**src/rtl/exu_csr_seq_pkg.sv**
```systemverilog
// exu_csr_seq_pkg -- shared definitions for the sequential CSR execution unit.
//   csr_op_e    : CSR operation encoding carried on req_op_i (00 = RS without write)
//   csr_state_e : sequencer state encoding
//   INT_ASSERT  : active level of the interrupt-abort input
//   csr_writes  : decides whether an op is allowed to write the CSR
package exu_csr_seq_pkg;

  typedef enum logic [1:0] {
    CSR_OP_NONE = 2'b00,
    CSR_OP_RW   = 2'b01,
    CSR_OP_RS   = 2'b10,
    CSR_OP_RC   = 2'b11
  } csr_op_e;

  typedef enum logic [2:0] {
    ST_IDLE,
    ST_READ,
    ST_WAIT,
    ST_DRAIN,
    ST_WRITE,
    ST_WB
  } csr_state_e;

  localparam logic INT_ASSERT = 1'b1;

  // RISC-V side-effect rule: RS/RC only write when the source operand is
  // architecturally nonzero (register index or immediate, not the value).
  function automatic logic csr_writes(input csr_op_e    op,
                                      input logic       imm,
                                      input logic [4:0] zimm,
                                      input logic [4:0] rs1_idx);
    case (op)
      CSR_OP_RW:   return 1'b1;
      CSR_OP_NONE: return 1'b0;
      default:     return imm ? (zimm != 5'd0) : (rs1_idx != 5'd0);
    endcase
  endfunction

endpackage

```
**src/rtl/csr_alu_comb.sv**
```systemverilog
// csr_alu_comb -- combinational CSR data function, shared with the
// combinational CSR path.
//   op_i    : CSR operation (RW / RS / RC; NONE behaves as RS)
//   old_i   : current CSR value
//   src_i   : source operand (rs1 value or zero-extended immediate)
//   wdata_o : new CSR value
module csr_alu_comb
  import exu_csr_seq_pkg::*;
#(
  parameter int unsigned XLEN = 32
) (
  input  csr_op_e         op_i,
  input  logic [XLEN-1:0] old_i,
  input  logic [XLEN-1:0] src_i,
  output logic [XLEN-1:0] wdata_o
);

  always_comb begin
    wdata_o = old_i | src_i;
    case (op_i)
      CSR_OP_RW: wdata_o = src_i;
      CSR_OP_RC: wdata_o = old_i & ~src_i;
      default:   wdata_o = old_i | src_i;
    endcase
  end

endmodule

```
**src/rtl/exu_csr_seq.sv**
```systemverilog
// exu_csr_seq -- sequential CSR execution unit (one instruction in flight).
// Optional build macro: CSR_RO_CHECK_EN (reject writes to addr[11:10]==2'b11).
//   req_*      : instruction handshake and operands
//   csr_rreq_o / csr_raddr_o / csr_rvalid_i / csr_rdata_i : CSR read port
//   csr_we_o / csr_waddr_o / csr_wdata_o                  : CSR write pulse
//   wb_*       : old-value writeback handshake
//   int_assert_i : abort an uncommitted op (effective in IDLE and WAIT)
//   busy_o     : sequencer not idle
//   err_o      : one-cycle pulse on read timeout or rejected write
module exu_csr_seq
  import exu_csr_seq_pkg::*;
#(
  parameter int unsigned XLEN       = 32,
  parameter int unsigned CSR_AW     = 12,
  parameter int unsigned RD_TIMEOUT = 16
) (
  input  logic              clk,
  input  logic              rst,
  input  logic              req_valid_i,
  output logic              req_ready_o,
  input  logic [1:0]        req_op_i,
  input  logic              req_imm_i,
  input  logic [XLEN-1:0]   req_src_i,
  input  logic [4:0]        req_zimm_i,
  input  logic [4:0]        req_rs1_idx_i,
  input  logic [4:0]        req_rd_i,
  input  logic [CSR_AW-1:0] req_addr_i,
  output logic              csr_rreq_o,
  output logic [CSR_AW-1:0] csr_raddr_o,
  input  logic              csr_rvalid_i,
  input  logic [XLEN-1:0]   csr_rdata_i,
  output logic              csr_we_o,
  output logic [CSR_AW-1:0] csr_waddr_o,
  output logic [XLEN-1:0]   csr_wdata_o,
  output logic              wb_valid_o,
  input  logic              wb_ready_i,
  output logic [4:0]        wb_rd_o,
  output logic [XLEN-1:0]   wb_data_o,
  input  logic              int_assert_i,
  output logic              busy_o,
  output logic              err_o
);

  localparam int unsigned CntW = (RD_TIMEOUT > 2) ? $clog2(RD_TIMEOUT) : 1;

  csr_state_e        state_q;
  csr_op_e           op_q;
  logic [XLEN-1:0]   src_q;
  logic [XLEN-1:0]   old_q;
  logic [XLEN-1:0]   wdata_q;
  logic [4:0]        rd_q;
  logic [CSR_AW-1:0] addr_q;
  logic              we_en_q;
  logic [CntW-1:0]   cnt_q;
  logic              resp_seen_q;
  logic              rreq_q;
  logic              we_q;
  logic              err_q;
  logic              wb_valid_q;

  csr_op_e         op_d;
  logic [XLEN-1:0] src_d;
  logic            skip_rd_d;
  logic            we_en_d;
  logic            accept;
  logic            abort;
  logic            timeout;
  logic            ro_now;
  logic            ro_wait;
  logic [XLEN-1:0] alu_wdata;

  always_comb begin
    op_d      = csr_op_e'(req_op_i);
    src_d     = req_imm_i ? {{(XLEN-5){1'b0}}, req_zimm_i} : req_src_i;
    skip_rd_d = (op_d == CSR_OP_RW) && (req_rd_i == 5'd0);
    we_en_d   = csr_writes(op_d, req_imm_i, req_zimm_i, req_rs1_idx_i);
    abort     = (int_assert_i == INT_ASSERT);
    accept    = req_valid_i && req_ready_o;
    timeout   = (cnt_q == CntW'(RD_TIMEOUT - 1));
`ifdef CSR_RO_CHECK_EN
    // Skip path enters WRITE straight from IDLE, so it checks the incoming address.
    ro_now    = we_en_d && (req_addr_i[11:10] == 2'b11);
    ro_wait   = we_en_q && (addr_q[11:10] == 2'b11);
`else
    ro_now    = 1'b0;
    ro_wait   = 1'b0;
`endif
  end

  csr_alu_comb #(
    .XLEN(XLEN)
  ) u_alu (
    .op_i   (op_q),
    .old_i  (csr_rdata_i),
    .src_i  (src_q),
    .wdata_o(alu_wdata)
  );

  always_ff @(posedge clk or posedge rst) begin
    if (rst) begin
      state_q     <= ST_IDLE;
      op_q        <= CSR_OP_NONE;
      src_q       <= '0;
      old_q       <= '0;
      wdata_q     <= '0;
      rd_q        <= '0;
      addr_q      <= '0;
      we_en_q     <= 1'b0;
      cnt_q       <= '0;
      resp_seen_q <= 1'b0;
      rreq_q      <= 1'b0;
      we_q        <= 1'b0;
      err_q       <= 1'b0;
      wb_valid_q  <= 1'b0;
    end else begin
      rreq_q <= 1'b0;
      we_q   <= 1'b0;
      err_q  <= 1'b0;
      case (state_q)
        ST_IDLE: begin
          if (accept) begin
            op_q        <= op_d;
            src_q       <= src_d;
            rd_q        <= req_rd_i;
            addr_q      <= req_addr_i;
            we_en_q     <= we_en_d;
            cnt_q       <= '0;
            resp_seen_q <= 1'b0;
            old_q       <= '0;
            if (skip_rd_d) begin
              // Only RW skips the read, so the write data is the source itself.
              state_q <= ST_WRITE;
              wdata_q <= src_d;
              we_q    <= we_en_d && !ro_now;
              err_q   <= ro_now;
            end else begin
              state_q <= ST_READ;
              rreq_q  <= 1'b1;
            end
          end
        end
        ST_READ: begin
          state_q <= ST_WAIT;
          cnt_q   <= '0;
        end
        ST_WAIT: begin
          if (abort) begin
            // A response arriving with the abort is already absorbed.
            state_q     <= ST_DRAIN;
            resp_seen_q <= csr_rvalid_i;
            if (!timeout) cnt_q <= cnt_q + 1'b1;
          end else if (csr_rvalid_i) begin
            state_q <= ST_WRITE;
            old_q   <= csr_rdata_i;
            wdata_q <= alu_wdata;
            we_q    <= we_en_q && !ro_wait;
            err_q   <= ro_wait;
          end else if (timeout) begin
            state_q <= ST_WRITE;
            old_q   <= '0;
            err_q   <= 1'b1;
          end else begin
            cnt_q <= cnt_q + 1'b1;
          end
        end
        ST_DRAIN: begin
          if (resp_seen_q || csr_rvalid_i || timeout) state_q <= ST_IDLE;
          else                                        cnt_q   <= cnt_q + 1'b1;
        end
        ST_WRITE: begin
          if (rd_q != 5'd0) begin
            state_q    <= ST_WB;
            wb_valid_q <= 1'b1;
          end else begin
            state_q <= ST_IDLE;
          end
        end
        ST_WB: begin
          if (wb_ready_i) begin
            wb_valid_q <= 1'b0;
            state_q    <= ST_IDLE;
          end
        end
        default: state_q <= ST_IDLE;
      endcase
    end
  end

  assign req_ready_o = (state_q == ST_IDLE) && !abort && !rst;
  assign busy_o      = (state_q != ST_IDLE);
  assign csr_rreq_o  = rreq_q;
  assign csr_raddr_o = addr_q;
  assign csr_we_o    = we_q;
  assign csr_waddr_o = addr_q;
  assign csr_wdata_o = wdata_q;
  assign wb_valid_o  = wb_valid_q;
  assign wb_rd_o     = rd_q;
  assign wb_data_o   = old_q;
  assign err_o       = err_q;

endmodule

```
**config.mk**
```make
export PLATFORM = sky130hd
export DESIGN_NAME = exu_csr_seq
export DESIGN_NICKNAME = d
export VERILOG_FILES = /design/src/rtl/exu_csr_seq_pkg.sv /design/src/rtl/csr_alu_comb.sv /design/src/rtl/exu_csr_seq.sv
export SDC_FILE = /design/constraint.sdc
export NUM_CORES = 1
export LEC_CHECK = 0
export BUFFER_PORTS_ARGS = -buffer_cell sky130_fd_sc_hd__buf_2
export CORE_MARGIN = 3
export CORE_UTILIZATION = 51
export CTS_CLUSTER_DIAMETER = 120
export DETAILED_ROUTE_END_ITERATION = 6
export PLACE_DENSITY = 0.84
export SYNTH_ARGS = -nofsm -noshare
export SYNTH_HDL_FRONTEND = slang
export SYNTH_SLANG_ARGS = --single-unit
```
**constraint.sdc**
```tcl
create_clock -name clk -period 5.49 [get_ports clk]
set_input_delay 0.549 -clock clk [delete_from_list [all_inputs] [get_ports clk]]
set_output_delay 0.549 -clock clk [all_outputs]
set_load 0.05 [all_outputs]
```
==> results by group, run 1 <==
Clock tree
  • Clock tree sinks: 128
  • TritonCTS clock tree: built
  • Setup bufs post-CTS: 0
  • Clock buffer depth: 2
  • Clk_lat worst skew: 0.41 ns
  • Worst-path clk slew: 0.05 ns
  • Post-CTS Resized: 0
  • Root buffer cell: clkbuf_16
  • H-tree depth: 4
  • TritonCTS Buffers: 17
  • Hold buffers post-CTS: 0

Die
  • Top Ports: 199
  • Core ar.: 0.0117 mm²
  • Die area: 0.0136 mm²
  • Chip width: 117 µm
  • Placement row count: 39
  • Die Height: 117 µm
  • Initial core utilization: 53.3%

Routing
  • 1st-iter DRT viols: 637
  • Routed WL: 16.1 mm
  • DRT antenna net count: 0
  • Wirelength per Cell: 16.4 µm
  • DRT Pass-1 Iters: 6
  • DRC Markers: 0
  • Vias/cell: 5.49
  • Total number of vias: 5360

Layout
  • Area growth syn-to-layout: 22.2%
  • Layout cells sized above 1: 31.7%
  • Commonest non-fill, non-tap cell in the layout: buf_2
  • Finished Layout Cells: 977
  • Most frequent cells in the layout: 198 x buf_2, 162 x nand2_1, 128 x dfrtp_1
  • Fin util: 65.1%
  • Final nets: 924

Timing
  • Post-route clock period utilization: 47.3%
  • RSZ-0062 raised after global routing: false
  • PnR worst setup slack: 2.89 ns
  • Clock skew: 0.00490 ns
  • Fmax: 385 MHz
  • Final Hold Viols: 0
  • Final setup viols: 0
  • Slew of the pin with the lowest slew margin: 1.11 ns
  • Setup tns final: 0 ns
  • Post-route minimum period: 2.60 ns
  • Fin. max-slew vios: 0
  • Slew HR: 26.1%

Placed design
  • Global placer's final weighted congestion: 0.798
  • Port buffer count: 198
  • Worst slack, placed: 2.87 ns
  • Detail Placement HPWL: 10.9 mm
  • Cell count after placement: 947

Logic synthesis
  • Number of synthesized register bits: 128
  • Post-synthesis sequential area ratio: 51.3%
  • Post-Synthesis Cells: 659
  • Synth warnings: 0
  • Syn_nets: 760
  • Mapped Area: 0.00624 mm²
  • Syn avg cell area: 9.47 µm²
  • Count of cell types in the netlist: 45

Worst setup path
  • Crit-path slowest cell: nor3b_2
  • Delay-heaviest family, CP: simple AND/OR/NAND/NOR gates
  • Arrival time at the worst endpoint: 2.91 ns
  • Crit end category: flop
  • Delay of the slowest critical-path stage: 0.87 ns
  • CP Buf/Inv Count: 1
  • WS Path Type: reg -> reg
  • Worst-path cell chain: nor3b_2, and2_1, buf_4, nand2_1, o21ai_0
  • Max Fanout on Critical Path: 32
  • Required @ worst endpoint: 5.80 ns
  • Startpoint types: flop

GRT
  • Largest net degree at the start of global routing: 77
  • Global routing's busiest layer: met2
  • Gr usage total: 23.6%
  • Initial antenna violation count: 2
  • Met3 GRT Util: 5.91%
  • First-pass GRT wire length: 25.1 mm
  • Gr ovfl total: 0
  • M1 GR Usage: 31.1%
  • Vias in the first global route: 5075
  • M2 GR Usage: 38.2%

Power
  • Clock Power Share: 17.7%
  • PD cells: 695 mW/mm²
  • Net Sw Frac: 49.8%
  • Pint: 2.66 mW
  • NetSw: 2.64 mW
  • Pwr Total: 5.30 mW
  • Gate power share: 50.5%
  • Seq pwr share: 31.9%
  • LEAKAGE: 3.77 nW
  • Worst vdd ir: 478 µV

Outcome
  • Status: finished, final reports clean

Min path
  • HP Class: in -> reg

Run
  • Maxcap violations: 0
==> power groups by stage <==
stage | logic, mW | clock network, mW | registers [mW]
2_1_floorplan | 1.28 | 0 | 2.54
3_3_place_gp | 2.63 | 0 | 1.68
3_5_place_dp | 2.68 | 0 | 1.69
4_1_cts | 2.69 | 0.959 | 1.68
5_1_grt | 2.88 | 0.997 | 1.74
6_report | 2.68 | 0.937 | 1.69
==> worst min-delay path, stage by stage <==
cell	delay, ns
buf_2	0.07
nand2_1	0.04
nand2_1	0.04
==> state kept, by name, indices dropped and copies added (netlist names) <==
name / count
cnt_q: 4
csr_raddr_o: 12
csr_rreq_o: 1
csr_wdata_o: 32
csr_we_o: 1
err_o: 1
op_q: 2
resp_seen_q: 1
src_q: 32
state_q: 3
wb_data_o: 32
wb_rd_o: 5
wb_valid_o: 1
we_en_q: 1
==> area by class of cell <==
cell class	count	area [µm²]
fill	969	4080
sequential	128	3200
multi-input combinational	468	2710
timing repair buffer	203	1030
clock buffer	26	469
tap	143	179
inverter	5	21.3
clock inverter	2	10.0
antenna	2	5.00
==> per-stage QoR <==
stage	hold slack (ns)	cell area, µm²
2_1_floorplan	0.449	6240
3_3_place_gp	0.458	7140
3_5_place_dp	0.468	7140
4_1_cts	0.316	7620
5_1_grt	0.330	7630
6_report	0.334	7630
==> Yosys cell counts (all sizes together) <==
| library cell | count | area, µm² |
|---|---|---|
| nand2 | 162 | 608 |
| dfrtp | 128 | 3200 |
| o21ai | 82 | 410 |
| buf | 36 | 241 |
| mux2 | 33 | 372 |
| nand2b | 31 | 194 |
| a21oi | 24 | 120 |
| nor2b | 23 | 144 |
| clkbuf | 22 | 85.1 |
| a221oi | 20 | 175 |
| nor2 | 19 | 71.3 |
| a211o | 12 | 105 |
| xnor2 | 12 | 105 |
| mux2i | 7 | 70.1 |
| a31oi | 5 | 31.3 |
| inv | 5 | 18.8 |
| nand3 | 5 | 25.0 |
| nor3 | 5 | 25.0 |
| nor4 | 3 | 18.8 |
| a21boi | 2 | 15.0 |
| and2 | 2 | 12.5 |
| nand3b | 2 | 15.0 |
| o211ai | 2 | 15.0 |
| o221ai | 2 | 23.8 |
| or3b | 2 | 17.5 |
| a211oi | 1 | 7.51 |
| a21o | 1 | 7.51 |
| a22oi | 1 | 7.51 |
| a41oi | 1 | 8.76 |
| and3 | 1 | 6.26 |
| and4b | 1 | 10.0 |
| ha | 1 | 12.5 |
| nor3b | 1 | 12.5 |
| nor4bb | 1 | 10.0 |
| o32a | 1 | 10.0 |
| or2 | 1 | 6.26 |
| or4 | 1 | 7.51 |
| or4b | 1 | 13.8 |
==> per-layer routing <==
| metal | vias to the layer above | part of all wire, % |
|---|---|---|
| li1 | 2572 | - |
| met1 | 2532 | 43 |
| met2 | 225 | 49 |
| met3 | 31 | 6.8 |
| met4 | 0 | 1.9 |
| met5 | - | 0 |
==> path summary, 6_finish.rpt <==
path / from / end / slack [ns] / cells past startpoint
min in group asynchronous: rst / wb_rd_o[4] / 0.38 / 2
max: state_q[1] / wb_data_o[1] / 2.89 / 5
max in group asynchronous: rst / wb_data_o[27] / 3.87 / 3
min: req_addr_i[0] / csr_raddr_o[0] / 0.33 / 3
max reg2reg: state_q[1] / wb_data_o[1] / 2.89 / 5
min reg2reg: wb_data_o[30] / wb_data_o[30] / 0.47 / 2
==> cell families (layout without fill, tap and decap cells) <==
logic type               Yosys count  after routing  share of synthesized area, %
multiplexers                      40             40                          7.08
other                              0              2                             0
flip-flops                       128            128                          51.3
AO/OA/AOI/OAI                    154            154                          15.0
adder cells (fa/ha/maj)            1              1                         0.200
XOR/XNOR                          12             12                          1.68
AND/OR/NAND/NOR                  261            261                          19.2
buffers and inverters             63            236                          5.53
Power figures use the tool's default switching activity.
==> inputs of run 2 (changes only) <==
--- a/config.mk
+++ b/config.mk
@@ -5,12 +5,13 @@
 export SDC_FILE = /design/constraint.sdc
 export NUM_CORES = 1
 export LEC_CHECK = 0
+export ABC_AREA = 1
 export BUFFER_PORTS_ARGS = -buffer_cell sky130_fd_sc_hd__buf_2
 export CORE_MARGIN = 3
-export CORE_UTILIZATION = 51
+export CORE_UTILIZATION = 47
 export CTS_CLUSTER_DIAMETER = 120
 export DETAILED_ROUTE_END_ITERATION = 6
-export PLACE_DENSITY = 0.84
+export PLACE_DENSITY = 0.81
 export SYNTH_ARGS = -nofsm -noshare
 export SYNTH_HDL_FRONTEND = slang
 export SYNTH_SLANG_ARGS = --single-unit
==> constraint.sdc (replaced) <==
create_clock -name clk -period 2.25 [get_ports clk]
set_input_delay 0.225 -clock clk [delete_from_list [all_inputs] [get_ports clk]]
set_output_delay 0.225 -clock clk [all_outputs]
set_load 0.05 [all_outputs]
==> run 2 against run 1 <==
The run now ends with negative hold slack left. Sequential share of layout area fell by 3.4 points. Global-route usage up 1.5 points. Worst hold slack worse by 0.35 ns. Highest routed layer is now met5. Non-clock buffer count is 25 higher. Total power rose to 2.6 times the previous value. Die area grew 12%. Final area rose by 8.9%. Largest cell class unchanged.
==> results by group, run 2 <==
Routing
  • DRT Pass-1 Iters: 5
  • Vias/cell: 5.16
  • Total number of vias: 6445
  • Wirelength per Cell: 14.8 µm
  • DRC Markers: 0
  • DRT antenna net count: 0
  • 1st-iter DRT viols: 603
  • Routed WL: 18.6 mm

Layout
  • Final nets: 1160
  • Most frequent cells in the layout: 366 x nand2_1, 198 x buf_2, 135 x nand3_1
  • Area growth syn-to-layout: 28.1%
  • Layout cells sized above 1: 24.4%
  • Commonest non-fill, non-tap cell in the layout: nand2_1

Timing
  • PnR worst setup slack: 0.361 ns
  • Post-route minimum period: 1.89 ns
  • RSZ-0062 raised after global routing: false
  • Clock skew: 0.0118 ns
  • Final setup viols: 0
  • Slew of the pin with the lowest slew margin: 0.703 ns
  • Fin. max-slew vios: 0
  • Final Hold Viols: 5
  • Setup tns final: 0 ns
  • Post-route clock period utilization: 84.0%
  • Fmax: 529 MHz
  • Slew HR: 53.1%
  • Final hold slack: -0.0168 ns

Min path
  • HP Class: in -> async

Worst setup path
  • Max Fanout on Critical Path: 29
  • Delay of the slowest critical-path stage: 0.48 ns
  • Worst-path cell chain: nor2_4, nand2_4, nor2_2, nand2_1, nand2_4, buf_12, nand2_1, o21ai_1
  • Crit-path slowest cell: dfrtp_1
  • CP Buf/Inv Count: 1
  • Required @ worst endpoint: 2.58 ns
  • Arrival time at the worst endpoint: 2.22 ns
  • Delay-heaviest family, CP: simple AND/OR/NAND/NOR gates
  • Startpoint types: flop
  • Crit end category: flop
  • WS Path Type: reg -> reg

Clock tree
  • Post-CTS Resized: 0
  • Root buffer cell: clkbuf_16
  • TritonCTS clock tree: built
  • Clock buffer depth: 2
  • Clock tree sinks: 128
  • TritonCTS Buffers: 17
  • Setup bufs post-CTS: 0
  • Clk_lat worst skew: 0.42 ns
  • H-tree depth: 4
  • Worst-path clk slew: 0.06 ns

Logic synthesis
  • Count of cell types in the netlist: 28
  • Post-Synthesis Cells: 872
  • Syn_nets: 973
  • Largest cells by area after synthesis: dfrtp_1 49%, nand2_1 21%, nand3_1 10%, inv_1 3.4%, o21ai_1 3.2%
  • Syn avg cell area: 7.44 µm²
  • Post-synthesis sequential area ratio: 49.4%
  • Synth warnings: 0
  • Async set-or-reset flop fraction in the synthesized netlist: 100%
  • Dominant synthesized flop cell: dfrtp_1
  • Area leader, netlist: dfrtp_1
  • Mapped Area: 0.00649 mm²
  • Number of synthesized register bits: 128
  • Top-count cell post-synth: nand2_1
  • Yosys top cell area share: 49.4%
  • Commonest cells in the synthesized netlist: 366 x nand2_1, 135 x nand3_1, 128 x dfrtp_1, 58 x inv_1, 41 x o21ai_1
  • Number of synthesized flops with an enable pin: 0

Power
  • PD cells: 1670 mW/mm²
  • LEAKAGE: 4.58 nW
  • Worst vdd ir: 1110 µV

Die
  • Die Height: 123 µm
  • Chip width: 123 µm
  • Initial core utilization: 48.6%
  • Top Ports: 199
  • Die area: 0.0152 mm²
  • Placement row count: 42
  • Core ar.: 0.0133 mm²

GRT
  • Vias in the first global route: 6127
  • First-pass GRT wire length: 30.0 mm
  • Initial antenna violation count: 2
  • Gr ovfl total: 0
  • Gr usage total: 25.1%
  • Largest net degree at the start of global routing: 129

Placed design
  • Worst slack, placed: 0.432 ns
  • Global placer's final weighted congestion: 0.858
  • Detail Placement HPWL: 12.8 mm
  • Port buffer count: 198

Outcome
  • Violated checks: negative hold slack
  • Status: finished, violations left

Run
  • Maxcap violations: 0
## run 2: final timing paths
kind                                  from              end  slack [ns]  cells after the start
min                                    rst            err_o       -0.02                      3
min in group clk             req_addr_i[0]   csr_raddr_o[0]        0.01                      3
max reg2reg                     state_q[0]    wb_data_o[25]        0.36                      8
max                             state_q[0]    wb_data_o[25]        0.36                      8
min reg2reg                csr_wdata_o[16]  csr_wdata_o[16]        0.47                      2
max in group asynchronous              rst        src_q[29]        1.72                      3
## run 2: power breakdown
| group | leakage (nW) | switching (mW) | internal, mW |
|---|---|---|---|
| Combinational | 2.62 | 5.33 | 1.74 |
| Sequential | 1.67 | 0.624 | 3.28 |
| Clock | 0.298 | 1.00 | 1.88 |
## run 2: area by class of cell
class                           count  area (µm²)
Inverter                           61         235
Sequential cell                   128        3200
Antenna cell                        2        5.00
Clock inverter                     10         160
Tap cell                          176         220
Timing Repair Buffer              228        1320
Clock buffer                       22         454
Fill cell                        1192        5040
Multi-Input combinational cell    623        2710
## run 2: repair_timing
action / in CTS / in global routing
setup endpoints to repair: 0 / 0
hold buffers: 11 / 0
endpoints found under the hold margin: 11 / 0
## run 2: cell families after synthesis
family / after synthesis / synth area share (%)
and+or+nand+nor: 540 / 35.0
DFF: 128 / 49.4
buffers and inverters: 121 / 8.93
AOI/OAI and AO/OA: 81 / 6.40
xor gates and xnor gates: 1 / 0.135
adders and majority gates: 1 / 0.193
## run 2: stage by stage
| stage | power, mW | hold slack [ns] | util (%) | instance area (µm²) | std cells |
|---|---|---|---|---|---|
| detailed placement | 10.9 | 0.424 | 56.8 | 7580 | 1205 |
| global route | 14.7 | 0.0120 | 62.2 | 8310 | 1249 |
| floorplan | 9.32 | 0.298 | - | 6490 | 872 |
| finish | 13.8 | -0.0168 | 62.2 | 8310 | 1250 |
| global placement | 10.8 | 0.419 | 56.8 | 7580 | 1205 |
| CTS | 13.9 | 0.000316 | 62.2 | 8300 | 1248 |
## run 2: tightest hold or removal path, delay by kind of cell
family,cells,cell delay (ns)
buffers and inverters,3,0.66
## run 2: layer usage
metal  global-route usage [%]  vias up  part of all wire (%)
met1                     33.4     2949                    42
met5                        0        -                 0.070
met3                     6.18       41                   8.7
li1                         -     3145                     -
met4                     11.1        2                   3.0
met2                     39.1      308                    46
==> inputs of run 3 (changes only) <==
--- a/config.mk
+++ b/config.mk
@@ -8,10 +8,10 @@
 export ABC_AREA = 1
 export BUFFER_PORTS_ARGS = -buffer_cell sky130_fd_sc_hd__buf_2
 export CORE_MARGIN = 3
-export CORE_UTILIZATION = 47
+export CORE_UTILIZATION = 52
 export CTS_CLUSTER_DIAMETER = 120
 export DETAILED_ROUTE_END_ITERATION = 6
-export PLACE_DENSITY = 0.81
+export PLACE_DENSITY = 0.85
 export SYNTH_ARGS = -nofsm -noshare
 export SYNTH_HDL_FRONTEND = slang
 export SYNTH_SLANG_ARGS = --single-unit
==> constraint.sdc (replaced) <==
create_clock -name clk -period 1.85 [get_ports clk]
set_input_delay 0.185 -clock clk [delete_from_list [all_inputs] [get_ports clk]]
set_output_delay 0.185 -clock clk [all_outputs]
set_load 0.05 [all_outputs]
==> run 3 against run 2 <==
The flow now finishes without violations. Wire length up 0.87%. Final area up 1.8%. First-iteration DRC count shrank 3.2%. Non-clock buffer count grew 7. Register-to-register slack got worse by 0.21 ns. Total power rose by 24%. Worst hold slack gained 0.039 ns. Global-route usage grew 2.2 points. Critical path depth decreased by 4.
==> results by group, run 3 (synthesized netlist as in run 2, its figures left out) <==
Outcome
  • Status: finished, final reports clean

Routing
  • 1st-iter DRT viols: 584
  • Vias/cell: 5.24
  • Routed WL: 18.7 mm
  • DRT antenna net count: 0
  • Wirelength per Cell: 15.0 µm
  • DRC Markers: 0
  • DRT Pass-1 Iters: 6
  • Total number of vias: 6543

Timing
  • Fin. max-slew vios: 0
  • Final setup viols: 0
  • PnR worst setup slack: 0.109 ns
  • Final Hold Viols: 0
  • Slew of the pin with the lowest slew margin: 0.397 ns
  • Post-route clock period utilization: 94.1%
  • Fmax: 575 MHz
  • Setup tns final: 0 ns
  • Clock skew: 0.00584 ns
  • Slew HR: 73.4%
  • Post-route minimum period: 1.74 ns
  • RSZ-0062 raised after global routing: true

Clock tree
  • Clk_lat worst skew: 0.42 ns
  • Worst-path clk slew: 0.06 ns
  • TritonCTS clock tree: built
  • Clock tree sinks: 128
  • Setup bufs post-CTS: 0
  • TritonCTS Buffers: 17
  • Clock buffer depth: 2
  • Root buffer cell: clkbuf_16
  • H-tree depth: 4

Layout
  • Layout cells sized above 1: 25.5%
  • Sequential cell area: 0.00321 mm²
  • Commonest non-fill, non-tap cell in the layout: nand2_1
  • Most frequent cells in the layout: 366 x nand2_1, 197 x buf_2, 135 x nand3_1
  • Layout filler cell count: 972
  • Final nets: 1167
  • Area growth syn-to-layout: 30.4%
  • Area of the multi-input gates: 0.00275 mm²

Worst setup path
  • Delay-heaviest family, CP: flip-flops
  • FF-to-FF path depth: 9
  • Worst-path cell chain: nor2_4, nand2_1, nor2_2, clkbuf_4
  • CP Buf/Inv Count: 1
  • Startpoint types: flop
  • Delay of the slowest critical-path stage: 0.46 ns
  • Crit end category: primary output
  • WP depth: 4
  • Max Fanout on Critical Path: 7
  • WS Path Type: reg -> out
  • Crit-path slowest cell: dfrtp_2
  • Required @ worst endpoint: 1.66 ns
  • Arrival time at the worst endpoint: 1.56 ns

Die
  • Die area: 0.0138 mm²
  • Placement row count: 40
  • Initial core utilization: 53.6%
  • Top Ports: 199
  • Die Height: 118 µm
  • Chip width: 118 µm
  • Core ar.: 0.0121 mm²

Min path
  • Hold Path Cell Cnt: 3
  • HP Class: in -> reg

GRT
  • Vias in the first global route: 6158
  • Gr usage total: 27.4%
  • Largest net degree at the start of global routing: 69
  • First-pass GRT wire length: 30.9 mm
  • Gr ovfl total: 0
  • Initial antenna violation count: 3

Run
  • Maxcap violations: 0

Placed design
  • Worst slack, placed: 0.113 ns
  • Port buffer count: 198
  • Global placer's final weighted congestion: 0.894
  • Detail Placement HPWL: 12.1 mm

Power
  • Worst vdd ir: 1640 µV
  • LEAKAGE: 4.64 nW
  • Pwr Total: 17.2 mW
  • PD cells: 2030 mW/mm²
==> run 3: changes by cell type in the layout (fill, tap and decap cells not counted), sizes merged <==
cell         change
diode            -1
clkinv           -1
clkinvlp         +3
inv              +1
dlygate4sd3      +3
bufinv           +1
clkbuf           -3
buf              +3
==> run 3: power breakdown <==
part           leakage, nW  switching, mW  internal [mW]
clock network        0.308           1.24           2.42
registers             1.67          0.736           3.99
logic                 2.66           6.62           2.20
==> run 3: stage by stage <==
step           hold WS (ns)  instance area [µm²]  std cells  util (%)
2_1_floorplan         0.258                 6490        872         -
3_3_place_gp          0.337                 7630       1201      63.0
3_5_place_dp          0.340                 7630       1201      63.0
4_1_cts             0.00894                 8420       1247      69.5
5_1_grt              0.0230                 8460       1248      69.8
6_report             0.0219                 8460       1248      69.8
==> run 3: timing repair <==
item	in CTS	in global routing
endpoints found under the hold margin	141	0
setup endpoints to repair	0	67
hold buffers	14	0
resized for setup	0	8
==> run 3: layer usage <==
| metal | GRT usage (%) | part of all wire (%) |
|---|---|---|
| met4 | 12.5 | 3.3 |
| met2 | 43.0 | 48 |
| met3 | 6.82 | 7.9 |
| met5 | 0 | 0.14 |
| met1 | 35.9 | 41 |
==> run 3: cell type report <==
class | count | area share [%]
multi-input combinational | 623 | 32.5
sequential | 128 | 37.9
antenna | 1 | 0.0296
clock inverter | 14 | 2.51
tap | 168 | 2.49
clock buffer | 18 | 5.19
inverter | 61 | 2.78
timing repair buffer | 235 | 16.6
==> run 3: worst paths after layout <==
check,startpoint,to,slack (ns)
worst min register to register,csr_wdata_o[16],csr_wdata_o[16],0.47
worst max-delay path,state_q[0],req_ready_o,0.11
worst min-delay path,req_src_i[10],src_q[10],0.02
min in group asynchronous,rst,state_q[1],0.45
max in group asynchronous,rst,src_q[29],1.07
worst max register to register,state_q[0],wb_data_o[3],0.15
==> run 3: worst reg2reg max path: cells and delay by family (launching register included) <==
kind / cells / cell delay (ns)
AO/OA/AOI/OAI: 1 / 0.07
AND/OR/NAND/NOR: 6 / 0.76
flip-flops: 1 / 0.46
buffers and inverters: 2 / 0.28
